[src/rtl/fetch_unit_pkg.sv]
// Shared types and default parameters for the instruction fetch unit.
package fetch_unit_pkg;

    localparam int          FQ_DEPTH_DEF = 4;
    localparam logic [31:0] RESET_PC_DEF = 32'h0000_0000;

    typedef enum logic [1:0] {
        IDLE = 2'd0,
        WAIT = 2'd1,
        DROP = 2'd2
    } fetch_state_t;

    typedef struct packed {
        logic [31:0] instr;
        logic [31:0] pc;
    } fq_entry_t;

endpackage

[src/rtl/fetch_unit_if.sv]
// Bus bundle between the fetch unit, instruction memory and decode.
interface fetch_unit_if;
    // Handshakes: imem transfer occurs on imem_req && imem_ready (address held until then);
    // imem_rvalid is a one-cycle response pulse; decode transfer occurs on instr_valid && instr_ready.
    logic        imem_req;
    logic [31:0] imem_addr;
    logic        imem_ready;
    logic [31:0] imem_rdata;
    logic        imem_rvalid;
    logic        redirect_en;
    logic [31:0] redirect_pc;
    logic        instr_valid;
    logic [31:0] instr;
    logic [31:0] instr_pc;
    logic        instr_ready;

    modport master (
        output imem_req, imem_addr, instr_valid, instr, instr_pc,
        input  imem_ready, imem_rdata, imem_rvalid, redirect_en, redirect_pc, instr_ready
    );

    modport slave (
        input  imem_req, imem_addr, instr_valid, instr, instr_pc,
        output imem_ready, imem_rdata, imem_rvalid, redirect_en, redirect_pc, instr_ready
    );
endinterface

[src/rtl/fetch_queue.sv]
// Synchronous FIFO of fetched {instr, pc} entries with a single-cycle flush.
module fetch_queue
    import fetch_unit_pkg::*;
#(
    parameter int DEPTH = FQ_DEPTH_DEF
) (
    input  logic                     clk,
    input  logic                     rst,
    input  logic                     i_flush,
    input  logic                     i_push,
    input  fq_entry_t                i_push_data,
    input  logic                     i_pop,
    output fq_entry_t                o_head,
    output logic [$clog2(DEPTH):0]   o_count,
    output logic                     o_full,
    output logic                     o_empty
);
    localparam int PW = $clog2(DEPTH);
    localparam int CW = PW + 1;

    fq_entry_t         r_mem [DEPTH];
    logic [PW-1:0]     r_wr_ptr;
    logic [PW-1:0]     r_rd_ptr;
    logic [CW-1:0]     r_count;
    logic              w_do_pop;

    assign w_do_pop = i_pop && !o_empty;

    always_ff @(posedge clk or negedge rst) begin
        if (!rst) begin
            r_wr_ptr <= '0;
            r_rd_ptr <= '0;
            r_count  <= '0;
        end else if (i_flush) begin
            r_wr_ptr <= '0;
            r_rd_ptr <= '0;
            r_count  <= '0;
        end else begin
            if (i_push)   r_wr_ptr <= r_wr_ptr + 1'b1;
            if (w_do_pop) r_rd_ptr <= r_rd_ptr + 1'b1;
            case ({i_push, w_do_pop})
                2'b10:   r_count <= r_count + 1'b1;
                2'b01:   r_count <= r_count - 1'b1;
                default: r_count <= r_count;
            endcase
        end
    end

    always_ff @(posedge clk) begin
        if (i_push && !i_flush) r_mem[r_wr_ptr] <= i_push_data;
    end

    assign o_count = r_count;
    assign o_empty = (r_count == '0);
    assign o_full  = (r_count == CW'(DEPTH));
    assign o_head  = o_empty ? '0 : r_mem[r_rd_ptr];

    // Request gating upstream must make this unreachable.
    a_no_push_full: assert property (@(posedge clk) disable iff (!rst) i_push |-> !o_full);

endmodule

[src/rtl/fetch_unit.sv]
// Instruction fetch unit: one outstanding memory request feeding a small fetch queue.
module fetch_unit
    import fetch_unit_pkg::*;
#(
    parameter int          FQ_DEPTH = FQ_DEPTH_DEF,
    parameter logic [31:0] RESET_PC = RESET_PC_DEF
) (
    input  logic                        clk,
    input  logic                        rst,
    fetch_unit_if.master                bus,
    output fetch_state_t                o_state,
    output logic [31:0]                 o_fetch_pc,
    output logic [$clog2(FQ_DEPTH):0]   o_count
);
    fetch_state_t r_state;
    fetch_state_t w_next_state;
    logic [31:0]  r_fetch_pc;
    logic [31:0]  r_req_pc;
    logic         w_imem_req;
    logic         w_accept;
    logic         w_push;
    logic         w_pop;
    logic         w_full;
    logic         w_empty;
    fq_entry_t    w_push_data;
    fq_entry_t    w_head;

    assign w_accept    = w_imem_req && bus.imem_ready;
    assign w_pop       = !w_empty && bus.instr_ready && !bus.redirect_en;
    assign w_push_data = '{instr: bus.imem_rdata, pc: r_req_pc};

    always_comb begin
        w_next_state = r_state;
        w_imem_req   = 1'b0;
        w_push       = 1'b0;
        case (r_state)
            IDLE: begin
                w_imem_req = rst && !w_full && !bus.redirect_en;
                if (w_imem_req && bus.imem_ready) w_next_state = WAIT;
            end
            WAIT: begin
                // A redirect racing the response discards it; otherwise the late response must be dropped.
                if (bus.imem_rvalid) begin
                    w_push       = !bus.redirect_en;
                    w_next_state = IDLE;
                end else if (bus.redirect_en) begin
                    w_next_state = DROP;
                end
            end
            DROP: begin
                if (bus.imem_rvalid) w_next_state = IDLE;
            end
            default: w_next_state = IDLE;
        endcase
    end

    always_ff @(posedge clk or negedge rst) begin
        if (!rst) begin
            r_state    <= IDLE;
            r_fetch_pc <= RESET_PC;
            r_req_pc   <= '0;
        end else begin
            r_state <= w_next_state;
            if (bus.redirect_en) begin
                r_fetch_pc <= bus.redirect_pc & ~32'h3;
            end else if (w_accept) begin
                r_req_pc   <= r_fetch_pc;
                r_fetch_pc <= r_fetch_pc + 32'd4;
            end
        end
    end

    fetch_queue #(.DEPTH(FQ_DEPTH)) u_queue (
        .clk         (clk),
        .rst         (rst),
        .i_flush     (bus.redirect_en),
        .i_push      (w_push),
        .i_push_data (w_push_data),
        .i_pop       (w_pop),
        .o_head      (w_head),
        .o_count     (o_count),
        .o_full      (w_full),
        .o_empty     (w_empty)
    );

    assign bus.imem_req    = w_imem_req;
    assign bus.imem_addr   = r_fetch_pc;
    assign bus.instr_valid = !w_empty;
    assign bus.instr       = w_head.instr;
    assign bus.instr_pc    = w_head.pc;
    assign o_state         = r_state;
    assign o_fetch_pc      = r_fetch_pc;

    a_no_rvalid_idle: assert property (@(posedge clk) disable iff (!rst)
        (r_state == IDLE) |-> !bus.imem_rvalid);

endmodule

[src/flat_wrapper.sv]
// flat-port wrapper written by rule: the top's interface ports become plain ports
module fetch_unit_flat import fetch_unit_pkg::*;
#(
    parameter int          FQ_DEPTH = FQ_DEPTH_DEF,
    parameter logic [31:0] RESET_PC = RESET_PC_DEF
)
  (clk, rst, o_state, o_fetch_pc, o_count, bus_imem_req, bus_imem_addr, bus_instr_valid, bus_instr, bus_instr_pc, bus_imem_ready, bus_imem_rdata, bus_imem_rvalid, bus_redirect_en, bus_redirect_pc, bus_instr_ready);
  fetch_unit_if bus_i ();
  input  logic clk;
  input  logic rst;
  output fetch_state_t o_state;
  output logic [31:0] o_fetch_pc;
  output logic [$clog2(FQ_DEPTH):0] o_count;
  output wire logic [$bits(bus_i.imem_req)-1:0] bus_imem_req;
  output wire logic [$bits(bus_i.imem_addr)-1:0] bus_imem_addr;
  output wire logic [$bits(bus_i.instr_valid)-1:0] bus_instr_valid;
  output wire logic [$bits(bus_i.instr)-1:0] bus_instr;
  output wire logic [$bits(bus_i.instr_pc)-1:0] bus_instr_pc;
  input wire logic [$bits(bus_i.imem_ready)-1:0] bus_imem_ready;
  input wire logic [$bits(bus_i.imem_rdata)-1:0] bus_imem_rdata;
  input wire logic [$bits(bus_i.imem_rvalid)-1:0] bus_imem_rvalid;
  input wire logic [$bits(bus_i.redirect_en)-1:0] bus_redirect_en;
  input wire logic [$bits(bus_i.redirect_pc)-1:0] bus_redirect_pc;
  input wire logic [$bits(bus_i.instr_ready)-1:0] bus_instr_ready;
  assign bus_imem_req = bus_i.imem_req;
  assign bus_imem_addr = bus_i.imem_addr;
  assign bus_instr_valid = bus_i.instr_valid;
  assign bus_instr = bus_i.instr;
  assign bus_instr_pc = bus_i.instr_pc;
  assign bus_i.imem_ready = bus_imem_ready;
  assign bus_i.imem_rdata = bus_imem_rdata;
  assign bus_i.imem_rvalid = bus_imem_rvalid;
  assign bus_i.redirect_en = bus_redirect_en;
  assign bus_i.redirect_pc = bus_redirect_pc;
  assign bus_i.instr_ready = bus_instr_ready;
  fetch_unit #(.FQ_DEPTH(FQ_DEPTH), .RESET_PC(RESET_PC)) u_core (.clk(clk), .rst(rst), .bus(bus_i), .o_state(o_state), .o_fetch_pc(o_fetch_pc), .o_count(o_count));
endmodule
[config.mk]
export PLATFORM = sky130hd
export DESIGN_NAME = fetch_unit_flat
export DESIGN_NICKNAME = d
export VERILOG_FILES = /design/src/rtl/fetch_unit_pkg.sv /design/src/rtl/fetch_unit_if.sv /design/src/rtl/fetch_queue.sv /design/src/rtl/fetch_unit.sv /design/src/flat_wrapper.sv
export SDC_FILE = /design/constraint.sdc
export NUM_CORES = 1
export LEC_CHECK = 0
export CAP_MARGIN = 10
export CORE_MARGIN = 5
export CORE_UTILIZATION = 35
export DETAILED_ROUTE_END_ITERATION = 10
export GPL_ROUTABILITY_DRIVEN = 1
export HOLD_SLACK_MARGIN = 0.08
export PLACE_DENSITY_LB_ADDON = 0.3
export SYNTH_ARGS = -nofsm -noshare
export SYNTH_HDL_FRONTEND = slang
export SYNTH_HIERARCHICAL = 1
export SYNTH_SLANG_ARGS = --single-unit
[constraint.sdc]
create_clock -name clk -period 3.8 [get_ports clk]
set_input_delay 0.57 -clock clk [delete_from_list [all_inputs] [get_ports clk]]
set_output_delay 0.57 -clock clk [all_outputs]
set_load 0.01 [all_outputs]
==> impl_metrics.json, run 1 <==
{
  "largest_net_degree_at_the_start_of_global_routing": 53,
  "grt_pass1_wl_mm": 48.69,
  "synthArstFlopShare_pct": 21.23,
  "layout.filler_cells": 3394,
  "routedWlPerCell_um": 19.94,
  "ys_types": 55,
  "root_buffer": "sky130_fd_sc_hd__clkbuf_16",
  "measured_slew_at_the_worst_slew_check_pin_ns": 1.087,
  "gr-usage-all-layers_pct": 14.72,
  "start_util_pct": 35.62,
  "gp_congestion": 0.7709,
  "syn-mean-instance-area_um2": 16.03,
  "maxSlewViolCount": 0,
  "critical_path.cell_chain": "buf_12 > mux4_2 > nor2b_1 > clkdlybuf4s50_1",
  "hpwl_mm": 20.14,
  "fp.dieArea_um2": 42540,
  "antenna_found_initial": 0,
  "cts_num_sinks": 325,
  "synthSimpleGateAreaFrac_pct": 10.84,
  "cell_with_the_biggest_individual_delay_on_the_critical_path": "sky130_fd_sc_hd__dfrtp_4",
  "synthToLayoutAreaGrowth_pct": 27.10,
  "synthesis.yosys.warnings": 6,
  "overflow": 0,
  "delay_of_the_slowest_cell_on_the_worst_path_ns": 0.65,
  "rows": 71,
  "synth-seq-area-share_pct": 69.83,
  "clock_tree_from_tritoncts": "done",
  "timing.hold.worst.class": "flip-flop to flip-flop",
  "drc": 0,
  "floorplan.core_area_um2": 37840,
  "share_of_synthesized_cell_area_in_full_adder_half_adder_and_majority_cells_pct": 0.6126,
  "xor_xnor_share_of_the_synthesized_area_pct": 0.3249,
  "critical_path.top_delay_family": "buffers and inverters",
  "total_area_of_multi_input_combinational_cells_um2": 3618,
  "clk-insertion-delay-late_ns": 0.50,
  "drive_gt1_share_pct": 14.84,
  "routed-via-count": 7802,
  "leading_cell_type_in_the_layout_fill_and_taps_excluded": "sky130_fd_sc_hd__edfxtp_1",
  "vdd.ir_drop.worst_uv": 261.6,
  "most-common-layout-cells": "sky130_fd_sc_hd__edfxtp_1 (256), sky130_fd_sc_hd__clkdlybuf4s50_1 (196), sky130_fd_sc_hd__nand2_1 (115), sky130_fd_sc_hd__nor2b_1 (71), sky130_fd_sc_hd__dfrtp_1 (67)",
  "finalNonFillerCells": 1576,
  "finalHoldViolations": 0,
  "route.detailed.vias_per_inst": 4.951,
  "antenna_cells": 0,
  "fraction_of_synthesized_area_in_multiplexers_pct": 10.92,
  "mappedNetlistArea_um2": 13480,
  "placed_cells": 1511,
  "synth_top_family_by_area": "multiplexers",
  "crit_buf_inv": 2,
  "drt_iter0_markers": 403,
  "final_period_minus_worst_setup_slack_ns": 3.289,
  "postSynth.topFlopCell": "sky130_fd_sc_hd__edfxtp_1",
  "min_period_over_period_pct": 86.56,
  "cts_buffer_depth": 3,
  "data_arrival_time_of_the_critical_path_ns": 2.72,
  "numCtsBuffers": 36,
  "floorplan.io_pins": 205,
  "final_worst_clock_skew_ns": 0.01219,
  "setup.worst_path.end_class": "primary output",
  "peak_clock_frequency_supported_by_timing_mhz": 304.0,
  "worst_hold_slack_ns": 0.5117,
  "place.port_buffers": 198,
  "cts.htree.levels": 2,
  "timing.setup.critical_path_class": "flip-flop to primary output",
  "final_antenna_net_count": 0,
  "max_slew_margin_pct": 27.24,
  "setup_violations": 0,
  "outcome": "finished clean",
  "final_area_um2": 17130,
  "clkSlewWorstSetupHoldPaths_ns": 0.06,
  "routed_wl_mm": 31.42,
  "critical_path.startpoint_type": "flip-flop",
  "die_y_um": 206.3,
  "cts.repair.resized": 0,
  "total_power_w": 0.008035,
  "synth_edf_count": 256,
  "first_global_vias": 8261,
  "grt_setup_unrepaired": "no",
  "p_per_cell_area_nw_per_um2": 469.0,
  "critical_path.max_fanout": 30,
  "num-nets-final": 1115,
  "maxCapViolCount": 0,
  "drt_pass_1_iters": 5,
  "floorplan_die_width_um": 206.3,
  "placed_area_um2": 16000,
  "finalSetupTns_ns": 0,
  "sequential_cell_area_um2": 9422,
  "synth_compound_area_share_pct": 3.685,
  "cellLeakagePower_nw": 5.829,
  "postSynthCellCount": 841,
  "synth_seq_cells": 325,
  "required_ns": 3.23
}
## logic make-up (layout without fill, tap and decap cells)
| family | count (synthesis) | count (layout) |
|---|---|---|
| flip-flops | 325 | 325 |
| AND/OR/NAND/NOR | 279 | 279 |
| buffers and inverters | 85 | 298 |
| AO/OA/AOI/OAI | 73 | 73 |
| multiplexers | 67 | 67 |
| adder cells (fa/ha/maj) | 6 | 6 |
| XOR/XNOR | 5 | 5 |
| other | 1 | 12 |
## final timing paths
| check | from | endpoint | slack (ns) | depth (start not counted) |
|---|---|---|---|---|
| max | u_core/u_queue/r_rd_ptr[0] | bus_instr[14] | 0.51 | 4 |
| min | u_core/r_req_pc[22] | u_core/u_queue/r_mem[0][22] | 0.51 | 0 |
| max reg2reg | u_core/u_queue/o_count[2] | u_core/bus.imem_addr[11] | 1.23 | 7 |
| min reg2reg | u_core/r_req_pc[22] | u_core/u_queue/r_mem[0][22] | 0.51 | 0 |
| max in group asynchronous | rst | u_core/u_queue/r_wr_ptr[1] | 2.29 | 3 |
| min in group asynchronous | rst | u_core/bus.imem_addr[9] | 0.56 | 2 |
## synthesized netlist by cell type, drive strengths merged, types with 6 or more instances
cell type | count | area [µm²]
nor3b | 6 | 45.04
edfxtp | 256 | 7687
nor2 | 20 | 75.07
clkbuf | 23 | 86.33
a221o | 7 | 71.32
nand3 | 21 | 122.6
o21ai | 24 | 120.1
o311ai | 8 | 70.07
nand4 | 8 | 50.05
nand2 | 115 | 431.7
mux4 | 64 | 1441
and3 | 7 | 46.29
dfrtp | 69 | 1727
nor2b | 71 | 444.2
inv | 9 | 33.78
a21oi | 10 | 50.05
buf | 53 | 386.6
nor3 | 7 | 62.56
and2 | 7 | 43.79
## through the flow
step	util [%]	setup WS, ns
floorplan	-	0.5328
global placement	42.27	0.9562
detailed placement	42.27	0.9330
CTS	45.28	0.4265
global route	45.28	0.3540
finish	45.28	0.5108
## worst register-to-register path, cell delays in order (launching register included)
cell and delay, ns:
sky130_fd_sc_hd__dfrtp_1 0.49, sky130_fd_sc_hd__inv_1 0.11, sky130_fd_sc_hd__nor3_1 0.15, sky130_fd_sc_hd__nor2_1 0.08, sky130_fd_sc_hd__and4_2 0.37, sky130_fd_sc_hd__nor2_1 0.87
sky130_fd_sc_hd__o21ai_0 0.23, sky130_fd_sc_hd__o311ai_0 0.15
## registers in the layout (all words and copies together) (netlist names)
| signal | count |
|---|---|
| u_core/bus.imem_addr | 30 |
| u_core/o_state | 2 |
| u_core/r_req_pc | 30 |
| u_core/u_queue/o_count | 3 |
| u_core/u_queue/r_mem | 256 |
| u_core/u_queue/r_rd_ptr | 2 |
| u_core/u_queue/r_wr_ptr | 2 |
## area by class of cell
cell class / count / area share [%]
sequential: 325 / 54.99
multi-input combinational: 442 / 21.12
timing repair buffer: 225 / 13.38
clock buffer: 45 / 5.579
tap: 511 / 3.732
clock inverter: 19 / 1.008
inverter: 9 / 0.1972
## repair_timing
item / in CTS / in global routing
buffers inserted: 0 / 0
endpoints found under the setup margin: 0 / 0
hold buffers: 1 / 0
endpoints found under the hold margin: 29 / 0
## report_power, final
part | internal, W | total [W] | switching (W)
sequential | 0.00404 | 0.00421 | 0.000176
combinational | 0.000269 | 0.000507 | 0.000238
clock | 0.00199 | 0.00332 | 0.00133
total | 0.00629 | 0.00803 | 0.00174
## metal layers
metal  share of wire [%]  vias to the layer above  GRT usage [%]
met5                   0                        -              0
met4                 1.9                        0          3.303
met3                 6.0                       44          3.531
met2                  47                      228          23.80
met1                  45                     3979          20.38
li1                    -                     3551              -
Power figures use the tool's default switching activity.
==> inputs of run 2 (changes only) <==
GPL_TIMING_DRIVEN = 0   (was unset)
HOLD_SLACK_MARGIN = unset   (was 0.08)
==> run 2 against run 1 <==
Utilization rose by 1.1 points. Via count up 3.1%. Setup slack worse by 0.27 ns. First-iteration DRC count grew 45%. Clock skew hardly changed. Design area up 2.5%. Die area is the same. Critical path type is now primary input to flip-flop. Largest cell class unchanged.
==> impl_metrics.json, run 2 (same netlist as run 1, synthesis figures left out) <==
{
  "critical_path.top_delay_family": "buffers and inverters",
  "cellLeakagePower_nw": 6.106,
  "outcome": "finished clean",
  "clk-insertion-delay-late_ns": 0.51,
  "first_global_vias": 8392,
  "timing.hold.worst.class": "flip-flop to flip-flop",
  "num-nets-final": 1170,
  "rows": 71,
  "cts_num_sinks": 325,
  "critical_path.startpoint_type": "primary input",
  "required_ns": 4.00,
  "place.port_buffers": 198,
  "cts.htree.levels": 2,
  "drt_pass_1_iters": 5,
  "root_buffer": "sky130_fd_sc_hd__clkbuf_16",
  "cell_with_the_biggest_individual_delay_on_the_critical_path": "sky130_fd_sc_hd__and2_4",
  "finalHoldViolations": 0,
  "delay_of_the_slowest_cell_on_the_worst_path_ns": 0.57,
  "met1_usage_pct": 21.14,
  "grtUsageMet3_pct": 4.158,
  "p_per_cell_area_nw_per_um2": 479.7,
  "layout.filler_cells": 3360,
  "synthToLayoutAreaGrowth_pct": 30.26,
  "largest_net_degree_at_the_start_of_global_routing": 50,
  "clock_tree_from_tritoncts": "done",
  "cts_buffer_depth": 3,
  "gr-usage-all-layers_pct": 15.67,
  "grt_pass1_wl_mm": 50.79,
  "antenna_found_initial": 1,
  "final_antenna_net_count": 0,
  "drive_gt1_share_pct": 17.13,
  "finalSetupTns_ns": 0,
  "largest_reg_by_ff_count": "u_core/u_queue/r_mem",
  "route.detailed.vias_per_inst": 4.928,
  "gp_congestion": 0.8185,
  "most-common-layout-cells": "sky130_fd_sc_hd__edfxtp_1 (256), sky130_fd_sc_hd__clkdlybuf4s50_1 (197), sky130_fd_sc_hd__nand2_1 (115), sky130_fd_sc_hd__nor2b_1 (71), sky130_fd_sc_hd__dfrtp_1 (69)",
  "largest_register_ffs": 256,
  "leading_cell_type_in_the_layout_fill_and_taps_excluded": "sky130_fd_sc_hd__edfxtp_1",
  "drc": 0,
  "floorplan_die_width_um": 206.3,
  "clkSlewWorstSetupHoldPaths_ns": 0.06,
  "crit_buf_inv": 5,
  "data_arrival_time_of_the_critical_path_ns": 3.76,
  "critical_path.max_fanout": 33,
  "numCtsBuffers": 37,
  "overflow": 0,
  "measured_slew_at_the_worst_slew_check_pin_ns": 0.7163,
  "setup_violations": 0,
  "max_slew_margin_pct": 52.25,
  "floorplan.core_area_um2": 37840,
  "hpwl_mm": 22.05,
  "grt_setup_unrepaired": "no",
  "floorplan.io_pins": 205,
  "routed-via-count": 8042,
  "timing.setup.critical_path_class": "primary input to flip-flop",
  "total_power_w": 0.008423,
  "use_met2_pct": 25.67,
  "critical_path.cell_chain": "clkdlybuf4s50_1 > clkbuf_2 > clkbuf_1 > nor4b_4 > buf_2 > nor2b_1 > and2_4 > buf_12",
  "vdd.ir_drop.worst_uv": 218.1,
  "fp.dieArea_um2": 42540,
  "min_period_over_period_pct": 93.71,
  "drt_iter0_markers": 583,
  "peak_clock_frequency_supported_by_timing_mhz": 280.8,
  "final_worst_clock_skew_ns": 0.01216,
  "start_util_pct": 35.62,
  "maxCapViolCount": 0,
  "setup.worst_path.end_class": "flip-flop",
  "routedWlPerCell_um": 20.48,
  "antenna_cells": 0,
  "die_y_um": 206.3,
  "maxSlewViolCount": 0,
  "grt-busiest-layer": "met2",
  "routed_wl_mm": 33.42,
  "final_period_minus_worst_setup_slack_ns": 3.561
}
[run 2: cell count changes in the layout (fill, tap and decap cells not counted), sizes merged]
cell           delta
buf              +31
clkbuf           +24
inv               +1
clkdlybuf4s50     +1
bufinv            +3
clkinv            -1
clkinvlp          -3
[run 2: path summary, 6_finish.rpt]
check,startpoint,endpoint,slack (ns),cells after the start
worst max-delay path,bus_redirect_en,u_core/u_queue/r_mem[1][1],0.24,8
worst min-delay path,u_core/r_req_pc[20],u_core/u_queue/r_mem[1][20],0.52,0
worst max register to register,u_core/u_queue/o_count[0],u_core/u_queue/o_count[2],0.55,10
worst min register to register,u_core/r_req_pc[20],u_core/u_queue/r_mem[1][20],0.52,0
max in group asynchronous,rst,u_core/r_req_pc[28],2.71,3
min in group asynchronous,rst,u_core/bus.imem_addr[11],0.53,2
[run 2: repair_timing]
item | 4_1_cts | 5_1_grt
gates cloned | 0 | 0
setup endpoints to repair | 171 | 73
hold buffers | 1 | 0
gates resized for setup | 4 | 3
buffers inserted | 0 | 0
hold endpoints to repair | 25 | 0
[run 2: area by class of cell]
class | count | area, µm² | share of cell area [%]
Clock inverter | 19 | 247.7 | 1.411
Multi-Input combinational cell | 442 | 3626 | 20.65
Clock buffer | 47 | 1006 | 5.729
Buffer | 75 | 473.0 | 2.693
Sequential cell | 325 | 9414 | 53.61
Timing Repair Buffer | 204 | 2120 | 12.07
Tap cell | 511 | 639.4 | 3.641
Inverter | 9 | 33.78 | 0.1924
[run 2: through the flow]
stage / util [%] / hold slack [ns] / instances / cell area [µm²] / setup WS [ns]
2_1_floorplan: - / 0.2744 / 852 / 13530 / 0.5328
3_3_place_gp: 42.67 / 0.4938 / 1561 / 16150 / -2.794
3_5_place_dp: 43.02 / 0.5108 / 1566 / 16280 / -1.011
4_1_cts: 46.39 / 0.5175 / 1633 / 17550 / 0.05409
5_1_grt: 46.40 / 0.5352 / 1632 / 17560 / 0.07765
6_report: 46.40 / 0.5160 / 1632 / 17560 / 0.2390
[run 2: routing by layer]
layer,vias to the layer above,routed length (µm)
met2,257,16050
met3,46,2318
li1,3664,-
met4,2,561
met5,-,11
met1,4073,14480
[run 2: report_power, final]
part	leakage [nW]	switching, W	internal [W]	total, W
Clock	0.618	0.00135	0.00228	0.00363
Combinational	2.30	0.000259	0.000315	0.000575
Sequential	3.19	0.000178	0.00404	0.00421
